--- config.mk ---
export PLATFORM = sky130hd
export DESIGN_NAME = sram_arbiter
export DESIGN_NICKNAME = d
export VERILOG_FILES = /design/src/rtl/sram_arbiter_pkg.sv /design/src/rtl/sram_arbiter_rr.sv /design/src/rtl/sram_arbiter.sv
export SDC_FILE = /design/constraint.sdc
export NUM_CORES = 1
export LEC_CHECK = 0
export CELL_PAD_IN_SITES_DETAIL_PLACEMENT = 1
export CELL_PAD_IN_SITES_GLOBAL_PLACEMENT = 1
export CORE_MARGIN = 1.5
export CORE_UTILIZATION = 13
export DETAILED_ROUTE_END_ITERATION = 7
export GPL_ROUTABILITY_DRIVEN = 1
export GPL_TIMING_DRIVEN = 0
export PLACE_DENSITY_LB_ADDON = 0.1
export SETUP_SLACK_MARGIN = 0.5
export SLEW_MARGIN = 5
export SYNTH_ARGS = -nofsm -noshare
export SYNTH_HDL_FRONTEND = slang
export SYNTH_SLANG_ARGS = --single-unit
--- constraint.sdc ---
create_clock -name clk -period 1.7 [get_ports clk]
set_input_delay 0.34 -clock clk [delete_from_list [all_inputs] [get_ports clk]]
set_output_delay 0.34 -clock clk [all_outputs]
set_load 0.01 [all_outputs]
--- src/rtl/sram_arbiter_pkg.sv ---
// Shared types and constants for the two-master SRAM arbiter.
package sram_arbiter_pkg;

   typedef logic master_id_t;

   localparam master_id_t M0 = 1'b0;
   localparam master_id_t M1 = 1'b1;

   typedef struct packed {
      logic       valid;
      master_id_t id;
   } rd_track_t;

   localparam int MAX_READ_LATENCY = 4;

endpackage

--- src/rtl/sram_arbiter_rr.sv ---
// Two-way round-robin picker: a lone requester wins, a conflict goes to the
// master that did not win last time.
module sram_arbiter_rr
   import sram_arbiter_pkg::*;
(
   input  logic [1:0] req,
   input  master_id_t last_gnt,
   output logic [1:0] gnt,
   output master_id_t gnt_id,
   output logic       any_gnt
);

   always_comb begin
      gnt    = 2'b00;
      gnt[0] = req[0] & (~req[1] | (last_gnt == M1));
      gnt[1] = req[1] & (~req[0] | (last_gnt == M0));
   end

   assign gnt_id  = master_id_t'(gnt[1]);
   assign any_gnt = |req;

endmodule

--- src/rtl/sram_arbiter.sv ---
// Merges two SRAM-style masters onto one SRAM port and steers read data back
// to the issuing master. Optional stall counters: SRAM_ARBITER_PERF_EN.
module sram_arbiter
   import sram_arbiter_pkg::*;
#(
   parameter int LEN_ADDR     = 32,
   parameter int LEN_DATA     = 32,
   parameter int READ_LATENCY = 1
) (
   input  logic                  clk,
   input  logic                  rst_n,
   input  logic                  m0_ena,
   input  logic [LEN_DATA/8-1:0] m0_wea,
   input  logic [LEN_ADDR-1:0]   m0_addra,
   input  logic [LEN_DATA-1:0]   m0_dina,
   output logic                  m0_gnt,
   output logic [LEN_DATA-1:0]   m0_douta,
   output logic                  m0_rvalid,
   input  logic                  m1_ena,
   input  logic [LEN_DATA/8-1:0] m1_wea,
   input  logic [LEN_ADDR-1:0]   m1_addra,
   input  logic [LEN_DATA-1:0]   m1_dina,
   output logic                  m1_gnt,
   output logic [LEN_DATA-1:0]   m1_douta,
   output logic                  m1_rvalid,
   output logic                  slave_ena,
   output logic [LEN_DATA/8-1:0] slave_wea,
   output logic [LEN_ADDR-1:0]   slave_addra,
   output logic [LEN_DATA-1:0]   slave_dina,
   input  logic [LEN_DATA-1:0]   slave_douta
`ifdef SRAM_ARBITER_PERF_EN
   ,
   output logic [31:0]           m0_stall_cnt,
   output logic [31:0]           m1_stall_cnt
`endif
);

   // Out-of-range latencies are clamped so the tracking pipe is never empty.
   localparam int DEPTH = (READ_LATENCY < 1) ? 1 :
                          (READ_LATENCY > MAX_READ_LATENCY) ? MAX_READ_LATENCY :
                          READ_LATENCY;

   logic [1:0] req;
   logic [1:0] gnt;
   master_id_t gnt_id;
   master_id_t last_gnt;
   logic       any_gnt;
   rd_track_t  push;
   rd_track_t  tail;
   rd_track_t  pipe [DEPTH];

   // Requests are masked in reset so nothing is granted or driven to the SRAM.
   assign req = {m1_ena, m0_ena} & {2{rst_n}};

   sram_arbiter_rr u_rr (
      .req      (req),
      .last_gnt (last_gnt),
      .gnt      (gnt),
      .gnt_id   (gnt_id),
      .any_gnt  (any_gnt)
   );

   assign m0_gnt = gnt[0];
   assign m1_gnt = gnt[1];

   always_ff @(posedge clk or negedge rst_n) begin
      if (!rst_n) begin
         last_gnt <= M1;
      end else if (any_gnt) begin
         last_gnt <= gnt_id;
      end
   end

   always_comb begin
      slave_ena   = any_gnt;
      slave_wea   = '0;
      slave_addra = m0_addra;
      slave_dina  = m0_dina;
      if (gnt[1]) begin
         slave_wea   = m1_wea;
         slave_addra = m1_addra;
         slave_dina  = m1_dina;
      end else if (gnt[0]) begin
         slave_wea   = m0_wea;
      end
   end

   always_comb begin
      push       = '0;
      push.valid = any_gnt && (slave_wea == '0);
      push.id    = gnt_id;
   end

   always_ff @(posedge clk or negedge rst_n) begin
      if (!rst_n) begin
         for (int i = 0; i < DEPTH; i++) pipe[i] <= '0;
      end else begin
         pipe[0] <= push;
         for (int i = 1; i < DEPTH; i++) pipe[i] <= pipe[i-1];
      end
   end

   assign tail      = pipe[DEPTH-1];
   assign m0_rvalid = tail.valid && (tail.id == M0);
   assign m1_rvalid = tail.valid && (tail.id == M1);
   assign m0_douta  = slave_douta;
   assign m1_douta  = slave_douta;

`ifdef SRAM_ARBITER_PERF_EN
   always_ff @(posedge clk or negedge rst_n) begin
      if (!rst_n) begin
         m0_stall_cnt <= '0;
         m1_stall_cnt <= '0;
      end else begin
         if (m0_ena && !m0_gnt && (m0_stall_cnt != '1)) m0_stall_cnt <= m0_stall_cnt + 32'd1;
         if (m1_ena && !m1_gnt && (m1_stall_cnt != '1)) m1_stall_cnt <= m1_stall_cnt + 32'd1;
      end
   end
`endif

endmodule

# Word-level counts from Yosys, hierarchy flattened
# Index checks and enable logic that the tools add are counted.
[op_classes]
mux = 4
bitwise = 9
reduce_logical = 5
[op_table]
columns = ["operator", "n"]
rows = [
  ["$mux W32", 2],
  ["$mux W4", 2],
  ["$logic_not A4 Y1", 1],
  ["$not A1 Y1", 4],
  ["$logic_and A1 B1 Y1", 3],
  ["$and A1 B1 Y1", 2],
  ["$and A2 B2 Y2", 1],
  ["$or A1 B1 Y1", 2],
  ["$reduce_or A2 Y1", 1],
]
[totals]
reg_bits = 3
in_bits = 172
out_inout_bits = 137
elab_cells = 21

# Longest topological paths before layout
# Gate-level depths: netlist of the first run.
[depth]
word_depth = 8
depth_mapped = 5

# By module
# Synthesis of the first run repeated with hierarchy kept, for this count alone.
[hier_totals]
cells_unflattened = 158
hier_area_um2 = 1460.2
[modules_own_cells]
columns = ["mod", "instances", "cells_each", "area_per_inst_um2", "seq_area_each_um2"]
rows = [
  ["sram_arbiter", 1, 153, 1427.6, 76.3],
  ["sram_arbiter_rr", 1, 5, 32.5, 0.0],
]

# Least setup slack after synthesis of the first run
# OpenSTA, ideal clock, no wires.
[synth_timing]
path_type = "input port to output port"
start = "in m0_ena"
end = "out slave_dina[22]"
arrival_ns = 1.300
t_required_ns = 1.360
setup_slack_ns = 0.060
stages = 5
path_buffers = 3
path_cell_list = "buf_2 a21oi_2 buf_6 buf_12 mux2_4"
[synth_via]
elab_chain_len = 5
[synth_rtl]
columns = ["item", "line_no", "source"]
rows = [
  ["start, declared", "sram_arbiter.sv:12", "input logic m0_ena,"],
  ["$and A2 B2 Y2", "sram_arbiter.sv:53", "assign req = {m1_ena, m0_ena} & {2{rst_n}};"],
  ["$not A1 Y1", "sram_arbiter_rr.sv:16", "gnt[1] = req[1] & (~req[0] | (last_gnt == M0));"],
  ["$or A1 B1 Y1", "sram_arbiter_rr.sv:16", ""],
  ["$and A1 B1 Y1", "sram_arbiter_rr.sv:16", ""],
  ["net m1_gnt", "sram_arbiter.sv:23", "output logic m1_gnt,"],
  ["$mux W32", "sram_arbiter.sv:79", "if (gnt[1]) begin"],
  ["end, declared", "sram_arbiter.sv:29", "output logic [LEN_DATA-1:0] slave_dina,"],
]
# The timed path passes the listed nets, and every way through them passes these cells.

# Final worst setup path of the first run
[layout_timing]
start = "reg last_gnt"
end = "out slave_dina[16]"
[layout_via]
elab_chain_len = 4
[layout_rtl]
columns = ["item", "line_no", "source"]
rows = [
  ["start, declared", "sram_arbiter.sv:46", "master_id_t last_gnt;"],
  ["start signal, assigned", "sram_arbiter.sv:70", "last_gnt <= gnt_id;"],
  ["$not A1 Y1", "sram_arbiter_rr.sv:16", ""],
  ["$or A1 B1 Y1", "sram_arbiter_rr.sv:16", ""],
  ["$and A1 B1 Y1", "sram_arbiter_rr.sv:16", ""],
  ["$mux W32", "sram_arbiter.sv:79", ""],
]
# No other way between the ends.

==> results of run 1 <==
-- worst max path at each step --
stage | slack, ns | cells past startpoint | endpoint
final | -0.42 | 7 | slave_dina[16]
after floorplan | 0.11 | 4 | slave_dina[22]
after CTS | -0.47 | 7 | slave_dina[16]
after global routing | -0.47 | 7 | slave_dina[16]
after global placement | -1.06 | 7 | slave_dina[7]
after detailed placement | -1.10 | 7 | slave_dina[2]
-- layout by cell type (no fill, tap or decap), drive strengths merged, types with 2 or more instances in the layout --
| cell type | instances |
|---|---|
| buf | 185 |
| clkdlybuf4s50 | 136 |
| mux2 | 64 |
| dfrtp | 2 |
| clkbuf | 5 |
| a32oi | 2 |
| o32ai | 3 |
| nor2b | 5 |
| dlygate4sd2 | 64 |
| nand2 | 9 |
-- stage by stage --
stage	instance area [um2]	setup TNS (ns)	setup WS, ns
2_1_floorplan	1802	0	0.1149
3_3_place_gp	4775	-70.52	-1.061
3_5_place_dp	4775	-72.58	-1.101
4_1_cts	5349	-23.65	-0.4686
5_1_grt	5550	-25.21	-0.4655
6_report	5550	-22.05	-0.4173
-- layer usage --
layer | GRT usage (%) | vias up
li1 | - | 1158
met1 | 13.85 | 1142
met2 | 28.68 | 142
met3 | 3.065 | 4
met4 | 1.637 | 0
met5 | 0 | -
-- cells by family (layout without fill, tap and decap cells) --
kind of cell / Yosys count / in the layout / share of synthesized area [%]
buffers and inverters: 74 / 393 / 34.66
multiplexers: 64 / 64 / 51.35
AND/OR/NAND/NOR: 18 / 18 / 4.972
AO/OA/AOI/OAI: 10 / 10 / 4.688
flip-flops: 3 / 3 / 4.333
-- worst max-delay path, stage by stage (launching register included) --
cell and delay [ns]:
dfstp_2 0.54, a21oi_4 0.08, buf_12 0.14, buf_12 0.14, buf_16 0.13, buf_6 0.11
mux2_4 0.29, buf_6 0.12
-- sequential cells by signal, summed over array words and instances, names as in the netlist --
register / count
last_gnt: 1
pipe: 2
-- final cells by class --
type,count,area [um2],share of cell area [%]
clock buffer,4,78.83,1.420
inverter,1,3.754,0.06763
buffer,73,638.1,11.50
timing repair buffer,315,3296,59.38
sequential,3,76.32,1.375
tap,176,220.2,3.968
multi-input combinational,92,1237,22.29
-- what timing repair did --
item	CTS	global route
setup endpoints to repair	140	75
gates cloned	7	0
pin swaps	4	5
hold endpoints to repair	2	0
gates resized for setup	464	47
hold buffers	1	0
buffers inserted	25	7
-- report_power, final --
part	switching, mW	internal, mW	total, mW	leakage (nW)
clock network	0.0606	0.309	0.370	0.0382
registers	0.00598	0.0836	0.0895	0.0372
logic	0.520	1.14	1.67	2.53
total	0.587	1.54	2.12	2.61
==> results, run 1 <==
- The detailed-route wire length on metal 1 is 3546 um.
- The count of vias placed by the detailed router is 2,446.
- Counting flops with an async set or reset pin after synthesis yields a share of 100.0%.
- The minimum clock period is 2.117 ns.
- The clock input transition at the sequential cells of the worst setup and hold paths is 0.03 ns.
- For this design the static power due to leakage is 2.608 nW.
- VDD sags by at most 0.2536 mV.
- The synthesized design contains 0 enable-type register cells.
- Buffers inserted during clock tree synthesis total 3.
- The effective utilization at floorplan is 13.30%.
- The mean instance size in the synthesized netlist is 10.42 um2.
- Across all hold checks on the routed design, the worst slack comes to 0.05545 ns.
- Of the synthesized area, sequential elements account for 4.332%.
- The total track usage is 13.69%.
- The total number of nets in the final design is 661.
- The count of final max-slew check failures is 0.
- The min-delay analysis places its worst path in the category in -> async.
- The largest area contributor in the netlist is mux2_4.
- The final reports fail on negative setup slack.
- No sink is reached through more buffers than the 2 on the longest clock path.
- The pin slew with the least headroom to its limit is 0.3187 ns.
- The clock tree skew after final layout is 0.0005989 ns.
- The number of routed nets with antenna violations is 0.
- The total instance count after detailed placement is 620.
- The flow ran to the end, but the final reports show violations.
- The number of cells on the worst reg-to-reg path is 7.
- Counting every net in the synthesized netlist gives 341.
- In this run the cell area of the synthesized design comes to 0.001762 mm2.
- The top routing layer in use is met4.
- The post-detailed-placement half-perimeter wirelength is 8482 um.
- TritonCTS built the clock tree.
- Port buffering added 275 buffers.
- The tightest slew margin relative to the limit is 78.76%.
- The total I/O pin count is 309.
- The register-to-register setup slack is 0.16 ns.
- Data arrives at the worst endpoint at 1.78 ns.
- The via density per instance is 3.684.
- Yosys printed 0 warnings.
- The minimum setup slack in the final design is -0.4173 ns.
- In the synthesized netlist, the number of instances is 169.
- The number of non-filler instances in the completed layout is 664.
- The DRC violation total after the first TritonRoute iteration is 16.
- The share of the core filled with cells in the final layout is 41.91%.
- The layout has 1,481 filler cells.
- The vertical extent of the die is 119.4 um.
- The startpoint identified for the worst register-to-register timing path is last_gnt.
- The maximum fanout count along the critical path is 5.
- The post-route fraction of the period consumed by the critical path is 124.5%.
- The post-route netlist has 54.30% of its cells at a drive strength greater than 1.
- Detailed routing placed a total of 862 um of wire on met3.
- The initial antenna violation count is 0.
- The number of global-route vias before repair was 2,693.
- Among all flip-flop cells after synthesis, the most frequent one is dfrtp_1.
- The wire length of the first global-routing pass is 15,300 um.
- The routed length per placed instance is 15.62 um.
- The kind of launch point of the worst setup path is a flop.
- The total overflow left after global routing is 0.
- The synthesis-to-layout area growth is 215.1%.
- At the end of routability-driven placement, the weighted congestion stood at 0.6959.
- The tool flagged a number of max-cap violations equal to 0.
- By area the synthesized netlist is led by mux2_4, buf_4, mux2_2, buf_12, dfrtp_1.
- In the post-synthesis netlist, the cell with the most instances is buf_4.
- The worst setup path is captured at a primary output.
- Counting every sink on the clock net gives 3.
- The area of the core is 0.01324 mm2.
- Setup repair after global routing could not meet its margin everywhere.
- Entering global routing, the biggest net connects 9 pins.
- The maximum frequency from static timing analysis is 0.4723 GHz.
- The tree is rooted in a clkbuf_16.
- The number of different library cells used by synthesis comes to 22.
- The floorplan row count is 42.
- The routed design has 10,370 um of wire.
- The power per cell area is 382.8 mW/mm2.
- The hold violation count in the final report is 0.
- The routed design uses 5894 um of met2 wire.
- The width of the die is 119.4 um.
- The total DRC errors in the routed layout is 0.
- The critical path starts at last_gnt.
- At the worst endpoint, the required time is 1.36 ns.
- The count of final setup violators is 70.
- 0 antenna diodes ended up in the layout.
- Sorting the synthesized cells by how often they occur yields buf_4, mux2_4, mux2_2, nand2_1.
- Overall power consumption after layout is estimated at 2.124 mW.
- The die covers 0.01426 mm2.
- The later pin in the worst-skew pair is clocked with a latency of 0.22 ns.
- CTS built an H-tree with a depth of 1.
- In this run, synthesis produced a sequential element count of 3.
- In this run the critical register-to-register path is captured at pipe[1].
- The share of Yosys cell area claimed by the top area cell type is 41.76%.
- Before antenna repair, the detailed router went through 4 iterations.
- The setup path with the least slack is of type reg -> out.
(Power assumes the default switching activity.)
==> run 2, diff against run 1 <==
SLEW_MARGIN = not set   (was 5)
==> results of run 2 <==
Same layout as run 1: the final DEF is identical, and so are final timing and power.
==> run 3, diff against run 2 <==
CORE_UTILIZATION = 10   (was 13)
SLEW_MARGIN = 20   (was not set)
SYNTH_HIERARCHICAL = 1   (was not set)
==> results, run 3 <==
- The count of final setup violators is 69.
- The fraction of synthesis flops using an asynchronous set or reset pin is 100.0%.
- The kind of launch point of the worst setup path is a flop.
- The wire length of the first global-routing pass is 12,300 um.
- The maximum number of pins on one net before global-route repair is 11.
- The total I/O pin count is 309.
- Power spread over the standard cell area amounts to 361.5 mW/mm2.
- After synthesis, the netlist uses 17 different library cells.
- After detailed routing, the total wire length is 9274 um.
- The worst setup path category is reg -> out.
- The clock passes through at most 2 buffers.
- The number of flops mapped to enable cells by yosys is 0.
- The critical path goes through a21boi_4, buf_6, buf_12, buf_12, buf_6, buf_6, buf_6, mux2_4, buf_6.
- The clock root buffer master is clkbuf_16.
- At the end of routability-driven placement, the weighted congestion stood at 0.6773.
- The floorplan step defined a core boundary enclosing 0.01404 mm2.
- The path class of the tightest hold or removal check is in -> async.
- The met3 track demand over resource is 3.114%.
- The count of maximum capacitance violations is 0.
- Input and output buffers added on the ports amount to 276.
- The register with the most flip-flops in the final layout is pipe.
- In this design, the stage delay of the slowest critical-path cell is 0.55 ns.
- The number of global-route vias before repair is 2,465.
- The later pin in the worst-skew pair is clocked with a latency of 0.23 ns.
- The total track usage is 10.37%.
- The tightest slew margin relative to the limit is 86.90%.
- IR analysis of the VDD net gives a maximum drop of 0.2268 mV.
- TritonCTS built the clock tree.
- The layer flagged by global routing as most heavily used is met2.
- The total number of nets in the final design is 645.
- The hold violation count in the final report is 0.
- After synthesis, flip-flops and latches occupy 5.227% of the total area.
- Counting both buffers and inverters, the worst setup path holds a total of 7.
- The data arrival time of the worst path is 1.92 ns.
- The largest registers in the layout are pipe x2, last_gnt x1.
- The worst setup path is captured at a primary output.
- The maximum fanout count along the critical path is 4.
- The count of vias placed by the detailed router is 2,350.
- The post-placement worst setup slack is -1.395 ns.
- The register with the most flip-flops in the layout has 2 of them.
- The die covers 0.01534 mm2.
- The cell area that synthesis handed to floorplanning was 0.001460 mm2.
- The largest area contributor in the netlist is mux2_2.
- By area the synthesized netlist is led by mux2_2, buf_4, mux2_1, dfrtp_1, buf_2.
- For the worst setup path, the data required time is 1.36 ns.
- The number of clock buffers inserted by TritonCTS is 3.
- In this run the core area contains 43 standard-cell rows.
- The count of synthesis-stage warnings from yosys is 6.
- Leaving out fill and tap cells, the most frequent cells in the layout are clkdlybuf4s50_1, buf_6, buf_4.
- The detail route stage leaves a number of antenna-violating nets equal to 0.
- The post-route fraction of the period consumed by the critical path is 133.2%.
- After clock tree synthesis, the clock-pin slew on the worst setup and hold paths is 0.03 ns.
- CTS saw 3 sinks.
- The effective utilization at floorplan is 10.40%.
- Clock skew on the completed layout was measured at 0.0006854 ns.
- The fraction of layout cells with a size suffix above 1 is 55.30%.
- The most prevalent standard cell on the critical path is buf_6.
- The repair_antennas step left the layout with diodes totalling 0.
- The synthesis-to-layout area growth is 255.4%.
- The final reports fail on negative setup slack.
- The routed length per placed instance is 14.22 um.
- At the pin with the least slew margin, the transition time is 0.1950 ns.
- Among all flip-flop cells after synthesis, the most frequent one is dfrtp_1.
- The leading cell type in the layout, fill and taps excluded is clkdlybuf4s50_1.
- The run finished, with violations left.
- The first-pass iteration count of the detailed router is 4.
- The vertical extent of the die is 123.8 um.
- The share of Yosys cell area claimed by the top area cell type is 44.73%.
- The initial antenna violation count was 0.
- The average instance in the mapped netlist occupies 9.241 um2.
- The width of the die is 123.8 um.
- The count of final max-slew check failures is 0.
- The cell count after synthesis is 158.
- The standard cell with the maximum stage delay on the critical path is dfstp_2.
- Total power for the finished layout comes to 1.876 mW.
- For the finished layout, the period the worst path requires is 2.264 ns.
- Ranked by instance count, the synthesized netlist is headed by buf_4, mux2_2, mux2_1, buf_2.
- After detailed routing, the number of remaining DRC violations is 0.
- The post-detailed-placement half-perimeter wirelength is 7732 um.
- In the post-synthesis netlist, the cell with the most instances is buf_4.
- The DRC violation total after the first TritonRoute iteration is 17.
- Global routing finished with a remaining overflow of 0.
- CTS built an H-tree with a depth of 1.
- Counting every net in the synthesized netlist gives 330.
- For this run, the top clock speed supported by timing is 0.4416 GHz.
- The largest delay contributor family on the critical path is buffers and inverters.
- Setup repair after global routing could not meet its margin everywhere.
- The synthesized flop and latch total is 3.
- Global routing consumed, on the met1 layer, 9.259% of the routing resources.
- The minimum setup slack in the final design is -0.5643 ns.
- Measured on the finished design, the core utilization comes to 36.96%.
- The via density per instance is 3.604.
- Global routing used 22.82% of the available met2 tracks.
- The static power due to leakage is 2.415 nW.
==> run 3: layer usage <==
| layer | share of wire (%) | wire [um] | vias up |
|---|---|---|---|
| li1 | - | - | 1110 |
| met1 | 27 | 2546 | 1089 |
| met2 | 61 | 5650 | 146 |
| met3 | 11 | 1039 | 5 |
| met4 | 0.41 | 38 | 0 |
| met5 | 0 | 0 | - |
==> run 3: final timing paths <==
| check | from | endpoint | slack, ns | cells past startpoint |
|---|---|---|---|---|
| min reg2reg | last_gnt | pipe[0] | 0.70 | 2 |
| max in group asynchronous | rst_n | last_gnt | 0.97 | 3 |
| min | rst_n | pipe[0] | 0.55 | 3 |
| max | last_gnt | slave_dina[31] | -0.56 | 9 |
| max reg2reg | last_gnt | pipe[1] | -0.39 | 11 |
| min in group clk | rst_n | pipe[0] | 0.57 | 4 |
==> run 3: cell type report <==
| cell class | instances | area [um2] |
|---|---|---|
| Buffer | 73 | 651.9 |
| Clock buffer | 4 | 78.83 |
| Fill cell | 1616 | 8852 |
| Inverter | 1 | 3.754 |
| Multi-Input combinational cell | 81 | 1003 |
| Sequential cell | 3 | 76.32 |
| Tap cell | 180 | 225.2 |
| Timing Repair Buffer | 310 | 3151 |
==> run 3: logic make-up after synthesis <==
group	Yosys count	synth area share [%]
flops	3	5.228
simple gates	11	4.799
compound gates	5	2.828
buf+inv	74	37.02
mux	65	50.13
==> run 3: repair_timing <==
| action | in CTS | in global routing |
|---|---|---|
| pin swaps | 9 | 4 |
| hold buffers | 1 | 0 |
| endpoints found under the hold margin | 2 | 0 |
| setup buffers | 25 | 4 |
| gates cloned | 3 | 1 |
| gates resized for setup | 492 | 17 |
| endpoints found under the setup margin | 140 | 75 |
==> run 3: per-stage QoR <==
step	cell area (um2)	TNS, ns	hold slack (ns)	std cells
CTS	5062	-30.52	0.5389	647
finish	5190	-31.63	0.5471	652
global route	5190	-34.06	0.5659	652
floorplan	1523	-5.507	0.04441	158
global placement	4511	-92.92	0.5682	614
detailed placement	4511	-93.55	0.5761	614
==> run 3: power breakdown <==
part           internal [mW]  switching [mW]
Combinational          0.985           0.424
Sequential            0.0807         0.00510
Clock                  0.310          0.0710
Total                   1.38           0.500
==> run 3: worst register-to-register path: stages, from the launching register on <==
cell and delay, ns:
dfstp_2 0.55, a21boi_4 0.07, buf_6 0.12, buf_12 0.12, buf_12 0.12, buf_6 0.11
buf_6 0.10, buf_6 0.11, a22o_4 0.24, buf_6 0.11, buf_6 0.11, nor4_4 0.24
